`src/rtl/irq_pkg.sv`:
```
// irq_pkg: shared constants and FSM encoding for the interrupt pending controller.
package irq_pkg;

  // Default index width; source count is 2**op_L.
  localparam int OP_L_DEF = 4;

  // Handshake FSM with the control unit.
  typedef enum logic [1:0] {
    IDLE    = 2'b00,
    REQ     = 2'b01,
    SERVICE = 2'b10
  } irq_state_e;

  // Every source comes out of reset masked; replicate to N bits at use.
  localparam logic MASK_RST_BIT = 1'b1;

endpackage

```
`src/rtl/irq_prio_onehot.sv`:
```
// irq_prio_onehot: combinational highest-index-wins one-hot selector.
// A zero request vector yields a zero grant.
module irq_prio_onehot #(
  parameter int N = 16
) (
  input  logic [N-1:0] req,
  output logic [N-1:0] gnt
);

  // Ascending scan; a later (higher) hit replaces any earlier one.
  always_comb begin
    gnt = '0;
    for (int i = 0; i < N; i++) begin
      if (req[i]) begin
        gnt    = '0;
        gnt[i] = 1'b1;
      end
    end
  end

endmodule

```
`src/rtl/irq_pending_ctrl.sv`:
```
// irq_pending_ctrl: captures request lines into a pending register, masks
// them, picks the highest index and holds a registered one-hot grant through
// the irq/ack/eoi handshake.
// Build option: define IRQ_EDGE_DETECT_EN for rising-edge capture with
// ack-driven clearing; otherwise pending simply follows irq_src (level mode).
module irq_pending_ctrl
  import irq_pkg::*;
#(
  parameter int op_L = OP_L_DEF
) (
  input  logic                 clk,
  input  logic                 rst,
  input  logic [(2**op_L)-1:0] irq_src,
  input  logic                 mask_we,
  input  logic [(2**op_L)-1:0] mask_din,
  input  logic                 ack,
  input  logic                 eoi,
  output logic [(2**op_L)-1:0] mask_q,
  output logic [(2**op_L)-1:0] pending,
  output logic                 irq,
  output logic [(2**op_L)-1:0] grant
);

  localparam int N = 2**op_L;

  irq_state_e   state;
  logic [N-1:0] eligible;
  logic [N-1:0] winner;

  assign eligible = pending & ~mask_q;

  irq_prio_onehot #(.N(N)) u_prio (
    .req (eligible),
    .gnt (winner)
  );

`ifdef IRQ_EDGE_DETECT_EN
  logic [N-1:0] src_prev;
  logic [N-1:0] clr;

  // Only an accepted ack (in REQ) clears, and only the frozen winner bit.
  assign clr = grant & {N{(state == REQ) && ack}};

  // Rising-edge capture; a new edge outranks a same-cycle clear.
  always_ff @(posedge clk or posedge rst) begin
    if (rst) begin
      src_prev <= '0;
      pending  <= '0;
    end else begin
      src_prev <= irq_src;
      pending  <= (pending & ~clr) | (irq_src & ~src_prev);
    end
  end
`else
  // Level mode: pending mirrors the request lines, ack has no effect on it.
  always_ff @(posedge clk or posedge rst) begin
    if (rst) pending <= '0;
    else     pending <= irq_src;
  end
`endif

  // Mask register; a write is seen by arbitration the following cycle.
  always_ff @(posedge clk or posedge rst) begin
    if (rst)          mask_q <= {N{MASK_RST_BIT}};
    else if (mask_we) mask_q <= mask_din;
  end

  // Handshake FSM; grant is loaded only from IDLE so it never changes
  // while the CPU owns the vector (no preemption).
  always_ff @(posedge clk or posedge rst) begin
    if (rst) begin
      state <= IDLE;
      irq   <= 1'b0;
      grant <= '0;
    end else begin
      case (state)
        IDLE: begin
          if (|eligible) begin
            grant <= winner;
            irq   <= 1'b1;
            state <= REQ;
          end
        end
        REQ: begin
          if (ack) begin
            irq   <= 1'b0;
            state <= SERVICE;
          end
        end
        SERVICE: begin
          if (eoi) begin
            grant <= '0;
            state <= IDLE;
          end
        end
        default: begin
          state <= IDLE;
          irq   <= 1'b0;
          grant <= '0;
        end
      endcase
    end
  end

endmodule

```
`config.mk`:
```
export PLATFORM = sky130hd
export DESIGN_NAME = irq_pending_ctrl
export DESIGN_NICKNAME = d
export VERILOG_FILES = /design/src/rtl/irq_pkg.sv /design/src/rtl/irq_prio_onehot.sv /design/src/rtl/irq_pending_ctrl.sv
export SDC_FILE = /design/constraint.sdc
export NUM_CORES = 1
export LEC_CHECK = 0
export ABC_AREA = 0
export BUFFER_PORTS_ARGS = -buffer_cell sky130_fd_sc_hd__buf_2
export CORE_AREA = 2 2 86 88
export DETAILED_ROUTE_END_ITERATION = 7
export DIE_AREA = 0 0 88 90
export PLACE_DENSITY_LB_ADDON = 0.08
export SLEW_MARGIN = 20
export SYNTH_ARGS = -nofsm -noshare
export SYNTH_HDL_FRONTEND = slang
export SYNTH_SLANG_ARGS = --single-unit
```
`constraint.sdc`:
```
create_clock -name clk -period 3.3 [get_ports clk]
set_input_delay 0.33 -clock clk [delete_from_list [all_inputs] [get_ports clk]]
set_output_delay 0.33 -clock clk [all_outputs]
set_load 0.02 [all_outputs]
```
==> flow_metrics.tcl, run 1 <==
set metrics [dict create \
    routed_wl_mm 4.65 \
    finalSetupViolCount 0 \
    r2r_cells 5 \
    yosys.area.top_type_share_pct 43.2 \
    relSlewSlack_pct 44.6 \
    arrival_ps 2250 \
    cp.depth 5 \
    worstSetupStartpointType "flop" \
    rows 31 \
    synthMostInstantiatedCell "dfrtp_1" \
    grt.overflow.total 0 \
    clock-sinks 51 \
    cp_slowest_cell "dfstp_2" \
    crit_chain "nor2b_4 > nor4b_4 > nand4_4 > o21ai_4 > a32o_2" \
    initial_utilization_pct 28.9 \
    synthTopCellsByCount "dfrtp_1, dfstp_2, mux2_2, nor2b_1, nor2_1" \
    period_share_pct 61.0 \
    synth_nets 182 \
    leakage_uw 0.00129 \
    fin_nets 271 \
    drt-vias-per-instance 4.37 \
    critPathRequiredTime_ps 3540 \
    syn-cell-area_sq_um 2030 \
    cts_buffers 5 \
    r2r_start "mask_q[15]$_DFFE_PP1P_" \
    ys_seq_area_share_pct 64.0 \
    p_per_area_nw_per_um2 587 \
    worst_setup_path_end_kind "flop" \
    synth.distinct_cells 35 \
    final.setup.tns_ps 0 \
    dp_hpwl_mm 3.46 \
    syn_to_final_growth_pct 31.0 \
    finClkSkew_ps 7.72 \
    synth_cells 145 \
    cts_resized 0 \
    drtIter0Drc 38 \
    avgSynthCellArea_sq_um 14.0 \
    place_area_sq_um 2550 \
    r2r_slack_ps 1290 \
    min_period_ps 2010 \
    avgRoutedWirePerCell_um 13.9 \
    whs_ps 126 \
    ios 86 \
    async_flop_share_pct 100 \
    ys.flop_type "dfrtp_1" \
    fp.coreArea_sq_um 7020 \
    hold_class "input pin to flop" \
    synth-edff-count 0 \
    ys_ff_latch 51 \
    holdBufCountCts 0 \
    ant_nets 0 \
    ys_warn_count 0 \
    cts_tree "yes" \
    firstDrtPassIters 4 \
    design_area_sq_um 2650 \
    rr_endpoint "grant[6]$_DFFE_PP0P_" \
    die_area_sq_um 7920 \
    drv_cap 0 \
    drc_errors 0 \
    tightest_slew_ps 829 \
    die_h_um 90 \
    cts_root_buffer "clkbuf_8" \
    hold_viol_final 0 \
    grt_pass1_wl_mm 7.56 \
    cts.clk_slew.worst_paths_ps 90 \
    io_buffers 85 \
    grt_usage_pct 12.5 \
    ctsHtreeMaxLevel 2 \
    worstHoldEndpoint "pending[0]$_DFF_PP0_" \
    antenna_found_initial 0 \
    synthTopCellsByArea "dfrtp_1, dfstp_2, mux2_2" \
    cp_num_buf_inv 0 \
    cpPeakStageDelay_ps 570 \
    clock.fmax_mhz 497 \
    grt_max_degree 50 \
    drv_slew 0 \
    instances_no_fill 334 \
    hold_depth 1 \
    status "finished, final reports clean" \
    rsz0062_at_grt "no" \
    synth_top_cell_by_area "dfrtp_1" \
    vdd_drop_max_mv 0.268 \
    cts_max_path_buffers 2 \
    path_class "flop to flop" \
    grt_pass1_vias 1506 \
    cp_max_fo 14 \
    post_cts_buffers 0 \
    critPathTopFamily "simple AND/OR/NAND/NOR gates" \
    dp.cells 326 \
    fp.dieW_um 88 \
    worstSkewPairLatency_ps 300 \
    diodes 0 \
    drive_above_1_share_pct 56.6 \
    place_congestion 0.732 \
    min_from "irq_src[0]" \
    vias 1460 \
]
power breakdown:
part	leakage (uW)	internal (uW)	total, uW	switching, uW
combinational	0.000630	152	393	241
sequential	0.000611	710	776	65.9
clock	0.0000515	192	390	198
total	0.00129	1050	1560	505
routing by layer:
metal	vias up	part of all wire, %	GRT usage (%)
met3	8	7.1	4.50
met1	705	46	16.8
li1	695	-	-
met5	-	0	0
met2	52	45	18.4
met4	0	2.0	4.62
cell type report:
type	instances	area, sq um
Timing Repair Buffer	86	433
Tap cell	99	124
Multi-Input combinational cell	85	681
Fill cell	704	4370
Inverter	5	20.0
Sequential cell	51	1300
Clock buffer	8	100
flip-flops by register name, indices dropped and copies added (netlist names):
signal   flops
grant       16
mask_q      16
state        2
irq          1
pending     16
how the worst max path moves through the flow:
stage / endpoint / startpoint
final: grant[6]$_DFFE_PP0P_ / mask_q[15]$_DFFE_PP1P_
after detailed placement: grant[14]$_DFFE_PP0P_ / mask_q[15]$_DFFE_PP1P_
after CTS: grant[15]$_DFFE_PP0P_ / mask_q[15]$_DFFE_PP1P_
after global routing: grant[15]$_DFFE_PP0P_ / mask_q[15]$_DFFE_PP1P_
after global placement: grant[13]$_DFFE_PP0P_ / mask_q[15]$_DFFE_PP1P_
after floorplan: grant[13]$_DFFE_PP0P_ / mask_q[15]$_DFFE_PP1P_
placed cells by master (no fill, tap or decap), types with 2 or more instances in the layout:
cell      instances
nor3b_1           2
mux2_2           14
nand2_1           5
a22o_1            5
a32o_1            5
o21ai_0           5
dfrtp_1          35
nand3_1           2
nor2b_1          10
clkbuf_8          7
buf_2            85
dfstp_2          16
nor3_1            4
a21o_1            2
nor2_1            7
nand2b_1          6
inv_1             4
stage by stage:
| step | setup slack [ps] | total power (uW) | utilization (%) |
|---|---|---|---|
| after floorplan | 1470 | 1080 | - |
| after global placement | 1310 | 1190 | 36.4 |
| after detailed placement | 1280 | 1190 | 36.4 |
| after CTS | 1260 | 1590 | 37.8 |
| after global routing | 1120 | 1650 | 37.8 |
| final | 1290 | 1560 | 37.8 |
worst register-to-register path, delay by kind of cell (launching register included):
kind               cells  cell delay [ps]
DFF                    1              570
AOI/OAI and AO/OA      2              610
and+or+nand+nor        3              790
cells by family (layout without fill, tap and decap cells):
logic type / after synthesis / in the layout / share of synthesized area (%)
AO/OA/AOI/OAI: 26 / 26 / 10.9
buffers and inverters: 9 / 99 / 2.41
AND/OR/NAND/NOR: 45 / 45 / 14.9
multiplexers: 14 / 14 / 7.78
flip-flops: 51 / 51 / 64.0
(Power assumes the default switching activity.)
==> inputs of run 2 (changes only) <==
==> constraint.sdc (replaced) <==
create_clock -name clk -period 1.81 [get_ports clk]
set_input_delay 0.181 -clock clk [delete_from_list [all_inputs] [get_ports clk]]
set_output_delay 0.181 -clock clk [all_outputs]
set_load 0.02 [all_outputs]
==> flow_metrics.tcl, run 2 (same netlist as run 1, synthesis figures left out) <==
set metrics [dict create \
    top_regs "grant x16, mask_q x16, pending x16" \
    whs_ps 78.0 \
    drc_errors 0 \
    nFillCells 695 \
    cts_root_buffer "clkbuf_8" \
    rows 31 \
    fp.dieW_um 88 \
    hold_class "input pin to flop" \
    cts_max_path_buffers 2 \
    cts.clk_slew.worst_paths_ps 100 \
    fin_nets 295 \
    r2r_start "mask_q[15]$_DFFE_PP1P_" \
    grt_pass1_wl_mm 7.91 \
    worst_setup_path_end_kind "flop" \
    ctsHtreeMaxLevel 2 \
    cpPeakStageDelay_ps 570 \
    r2r_cells 6 \
    drv_slew 0 \
    path_class "flop to flop" \
    final.setup.tns_ps 0 \
    diodes 0 \
    clock.fmax_mhz 587 \
    p_total_uw 3070 \
    initial_utilization_pct 28.9 \
    antenna_found_initial 0 \
    ant_nets 0 \
    die_h_um 90 \
    dp_hpwl_mm 3.58 \
    grt_use_met2_pct 20.3 \
    final_cell_mix "buf_2, dfrtp_1, dlygate4sd3_1, dfstp_2, mux2_2" \
    syn_to_final_growth_pct 43.4 \
    crit_chain "nor2b_4 > nor4b_4 > nand4_4 > o21ai_4 > buf_4 > a22o_1" \
    cts_buffers 5 \
    hold_depth 3 \
    cts_tree "yes" \
    arrival_ps 1950 \
    cp_slowest_cell "dfstp_2" \
    grt_pass1_vias 1552 \
    tightest_slew_ps 448 \
    status "finished, final reports clean" \
    min_from "mask_din[12]" \
    worstSetupStartpointType "flop" \
    min_period_ps 1700 \
    leakage_uw 0.00141 \
    avgRoutedWirePerCell_um 13.8 \
    use_met1_pct 17.1 \
    vdd_drop_max_mv 0.478 \
    ios 86 \
    fin_util_pct 41.4 \
    die_area_sq_um 7920 \
    routed_wl_mm 4.94 \
    grt.overflow.total 0 \
    final_common_cell "buf_2" \
    hold_viol_final 0 \
    drtIter0Drc 43 \
    drt-vias-per-instance 4.34 \
    fp.coreArea_sq_um 7020 \
    finalSetupViolCount 0 \
    drive_above_1_share_pct 54.4 \
    rsz0062_at_grt "no" \
    period_share_pct 94.1 \
    grt_max_degree 36 \
    clock-sinks 51 \
    drv_cap 0 \
    worstSkewPairLatency_ps 310 \
    cp_max_fo 6 \
    vias 1554 \
    rr_endpoint "grant[1]$_DFFE_PP0P_" \
    place_congestion 0.679 \
    relSlewSlack_pct 70.1 \
    critPathRequiredTime_ps 2050 \
    firstDrtPassIters 4 \
    finClkSkew_ps 10.6 \
    grt_usage_pct 13.0 \
    io_buffers 85 \
    top_usage_layer "met2" \
    worstHoldEndpoint "mask_q[12]$_DFFE_PP1P_" \
    grt_use_met3_pct 4.04 \
    r2r_slack_ps 110 \
    p_per_area_nw_per_um2 1060 \
]
==> run 2: cell types whose count changed in the layout (fill, tap and decap cells not counted) <==
cell           previous run  this run
dlygate4sd3_1             0        17
buf_12                    0         1
inv_2                     0         1
clkbuf_8                  7         6
buf_4                     1         7
clkbuf_1                  1         0
bufinv_16                 0         1
==> run 2: worst max path at each step <==
stage / from / end / slack (ps)
final: mask_q[15]$_DFFE_PP1P_ / grant[1]$_DFFE_PP0P_ / 110
after floorplan: mask_q[13]$_DFFE_PP1P_ / grant[13]$_DFFE_PP0P_ / 0.6
after global placement: mask_q[13]$_DFFE_PP1P_ / grant[15]$_DFFE_PP0P_ / 120
after global routing: mask_q[12]$_DFFE_PP1P_ / grant[3]$_DFFE_PP0P_ / 4
after detailed placement: mask_q[13]$_DFFE_PP1P_ / grant[5]$_DFFE_PP0P_ / 100
after CTS: mask_q[13]$_DFFE_PP1P_ / grant[1]$_DFFE_PP0P_ / 50
==> run 2: report_power, final <==
part / switching (uW) / internal, uW / total, uW
Sequential: 121 / 1290 / 1420
Clock: 379 / 448 / 827
Combinational: 457 / 373 / 830
Total: 956 / 2120 / 3070
==> run 2: area by class of cell <==
cell class,count,area (sq um),share of cell area [%]
flip-flops and latches,51,1300,44.6
well taps,99,124,4.26
repair buffers,110,668,23.0
clock buffers,6,82.6,2.84
multi-input cells,85,681,23.4
clock inverters,2,35.0,1.21
inverters,5,18.8,0.646
==> run 2: routing by layer <==
metal  part of all wire (%)  wire length [um]  vias to the layer above
li1                       -                 -                      748
met1                     45              2230                      744
met2                     47              2310                       58
met3                    6.9               340                        4
met4                   0.93                46                        0
met5                      0                 0                        -
==> run 2: critical path: cells and delay by family, from the launching register on <==
kind                   cells  cell delay, ps
and+or+nand+nor            3             570
DFF                        1             570
buffers and inverters      1             170
AOI/OAI and AO/OA          2             330
==> run 2: repair_timing <==
| item | in CTS | in global routing |
|---|---|---|
| setup endpoints to repair | 0 | 11 |
| hold endpoints to repair | 25 | 0 |
| hold buffers | 17 | 0 |
| gates resized for setup | 0 | 0 |
| buffers inserted | 0 | 1 |
==> run 2: stage by stage <==
step,cells,instance area [sq um],worst slack [ps]
2_1_floorplan,145,2030,0.573
3_3_place_gp,332,2610,124
3_5_place_dp,332,2610,98.0
4_1_cts,357,2900,53.0
5_1_grt,358,2910,4.44
6_report,358,2910,107
==> inputs of run 3 (changes only) <==
--- a/config.mk
+++ b/config.mk
@@ -10,6 +10,7 @@
 export CORE_AREA = 2 2 86 88
 export DETAILED_ROUTE_END_ITERATION = 7
 export DIE_AREA = 0 0 88 90
+export GPL_TIMING_DRIVEN = 1
 export PLACE_DENSITY_LB_ADDON = 0.08
 export SLEW_MARGIN = 20
 export SYNTH_ARGS = -nofsm -noshare
==> constraint.sdc (replaced) <==
create_clock -name clk -period 1.6 [get_ports clk]
set_input_delay 0.16 -clock clk [delete_from_list [all_inputs] [get_ports clk]]
set_output_delay 0.16 -clock clk [all_outputs]
set_load 0.02 [all_outputs]
==> flow_metrics.tcl, run 3 (same netlist as run 1, synthesis figures left out) <==
set metrics [dict create \
    status "finished with violations" \
    violations "setup timing" \
    worst_setup_path_end_kind "flop" \
    syn_to_final_growth_pct 50.4 \
    drv_cap 0 \
    grt_pass1_wl_mm 7.95 \
    ctsHtreeMaxLevel 2 \
    setup_ws_ps -18.9 \
    p_per_area_nw_per_um2 1110 \
    avgRoutedWirePerCell_um 12.8 \
    dp_hpwl_mm 3.60 \
    io_buffers 85 \
    fp.coreArea_sq_um 7020 \
    die_area_sq_um 7920 \
    place_congestion 0.762 \
    cts_tree "yes" \
    finalSetupViolCount 10 \
    firstDrtPassIters 4 \
    grt_max_degree 32 \
    final.setup.tns_ps -96.7 \
    worstSkewPairLatency_ps 300 \
    worstSetupStartpointType "flop" \
    final_common_cell "buf_2" \
    whs_ps 75.4 \
    fp.dieW_um 88 \
    grt.overflow.total 0 \
    min_period_ps 1620 \
    diodes 0 \
    drt-vias-per-instance 4.27 \
    drc_errors 0 \
    cts_buffers 5 \
    fin_nets 314 \
    relSlewSlack_pct 67.1 \
    leakage_uw 0.00149 \
    ios 86 \
    die_h_um 90 \
    initial_utilization_pct 28.9 \
    cts.clk_slew.worst_paths_ps 90 \
    ant_nets 0 \
    drive_above_1_share_pct 59.0 \
    rsz0062_at_grt "yes" \
    drv_slew 0 \
    cts_max_path_buffers 2 \
    rows 31 \
    vias 1609 \
    path_class "flop to flop" \
    instances_no_fill 377 \
    cts_root_buffer "clkbuf_8" \
    critPathRequiredTime_ps 1840 \
    hold_viol_final 0 \
    final_cell_mix "buf_2, dfrtp_1, buf_4, dlygate4sd3_1, dfstp_2" \
    vdd_drop_max_mv 0.326 \
    nFillCells 682 \
    routed_wl_mm 4.83 \
    tightest_slew_ps 494 \
    period_share_pct 101 \
    grt_pass1_vias 1697 \
    clock-sinks 51 \
    top_regs "grant x16, mask_q x16, pending x16" \
    arrival_ps 1860 \
    antenna_found_initial 0 \
    drtIter0Drc 47 \
    grt_usage_pct 12.8 \
    fin_util_pct 43.4 \
    cp_max_fo 7 \
    dp.cells 351 \
    hold_class "input pin to flop" \
    finClkSkew_ps 7.89 \
    clock.fmax_mhz 618 \
    dp_worst_setup_slack_ps -63.1 \
]
run 3: cell types whose count changed in the layout (fill, tap and decap cells not counted), sizes merged:
cell / previous run / this run
clkbuf: 6 / 7
bufinv: 1 / 0
buf: 93 / 112
run 3: layout make-up:
cell class	instances	area (sq um)	area share, %
Clock buffer	7	76.3	2.51
Clock inverter	1	5.00	0.164
Inverter	5	18.8	0.616
Multi-Input combinational cell	85	708	23.2
Sequential cell	51	1300	42.5
Tap cell	99	124	4.07
Timing Repair Buffer	129	818	26.9
run 3: timing repair:
item | CTS | global route
pin swaps | 5 | 2
hold buffers | 17 | 0
setup endpoints to repair | 17 | 17
buffers inserted | 1 | 0
hold endpoints to repair | 26 | 0
resized for setup | 7 | 1
run 3: stage by stage:
stage               power [uW]  area (sq um)
finish                    3390          3050
global route              3620          3050
CTS                       3460          3040
detailed placement        2650          2760
global placement          2650          2760
floorplan                 2220          2030
run 3: power breakdown:
| group | internal [uW] | leakage, uW | switching (uW) | total, uW |
|---|---|---|---|---|
| registers | 1460 | 0.000611 | 110 | 1570 |
| clock network | 308 | 0.0000422 | 400 | 708 |
| logic | 538 | 0.000841 | 573 | 1110 |
| total | 2310 | 0.00149 | 1080 | 3390 |
run 3: critical path: stages (launching register included):
cell and delay, ps:
dfstp_2 540, nor2b_2 50, nor4b_4 360, nand4_4 140, o21ai_4 190, buf_6 150, a32o_1 130
run 3: worst paths after layout:
check / from / to / slack [ps] / depth (start not counted)
min: mask_din[12] / mask_q[12]$_DFFE_PP1P_ / 80 / 3
max reg2reg: mask_q[13]$_DFFE_PP1P_ / grant[5]$_DFFE_PP0P_ / -20 / 6
max in group asynchronous: rst / mask_q[0]$_DFFE_PP1P_ / 590 / 4
min reg2reg: grant[8]$_DFFE_PP0P_ / grant[8]$_DFFE_PP0P_ / 490 / 1
max: mask_q[13]$_DFFE_PP1P_ / grant[5]$_DFFE_PP0P_ / -20 / 6
min in group asynchronous: rst / pending[11]$_DFF_PP0_ / 420 / 3
run 3: layer usage:
layer	vias up	part of all wire, %	global-route usage (%)	routed length [um]
met5	-	0	0	0
met1	764	44	16.7	2130
met2	61	47	20.3	2300
met3	2	7.9	4.32	381
li1	782	-	-	-
met4	0	0.50	3.46	24
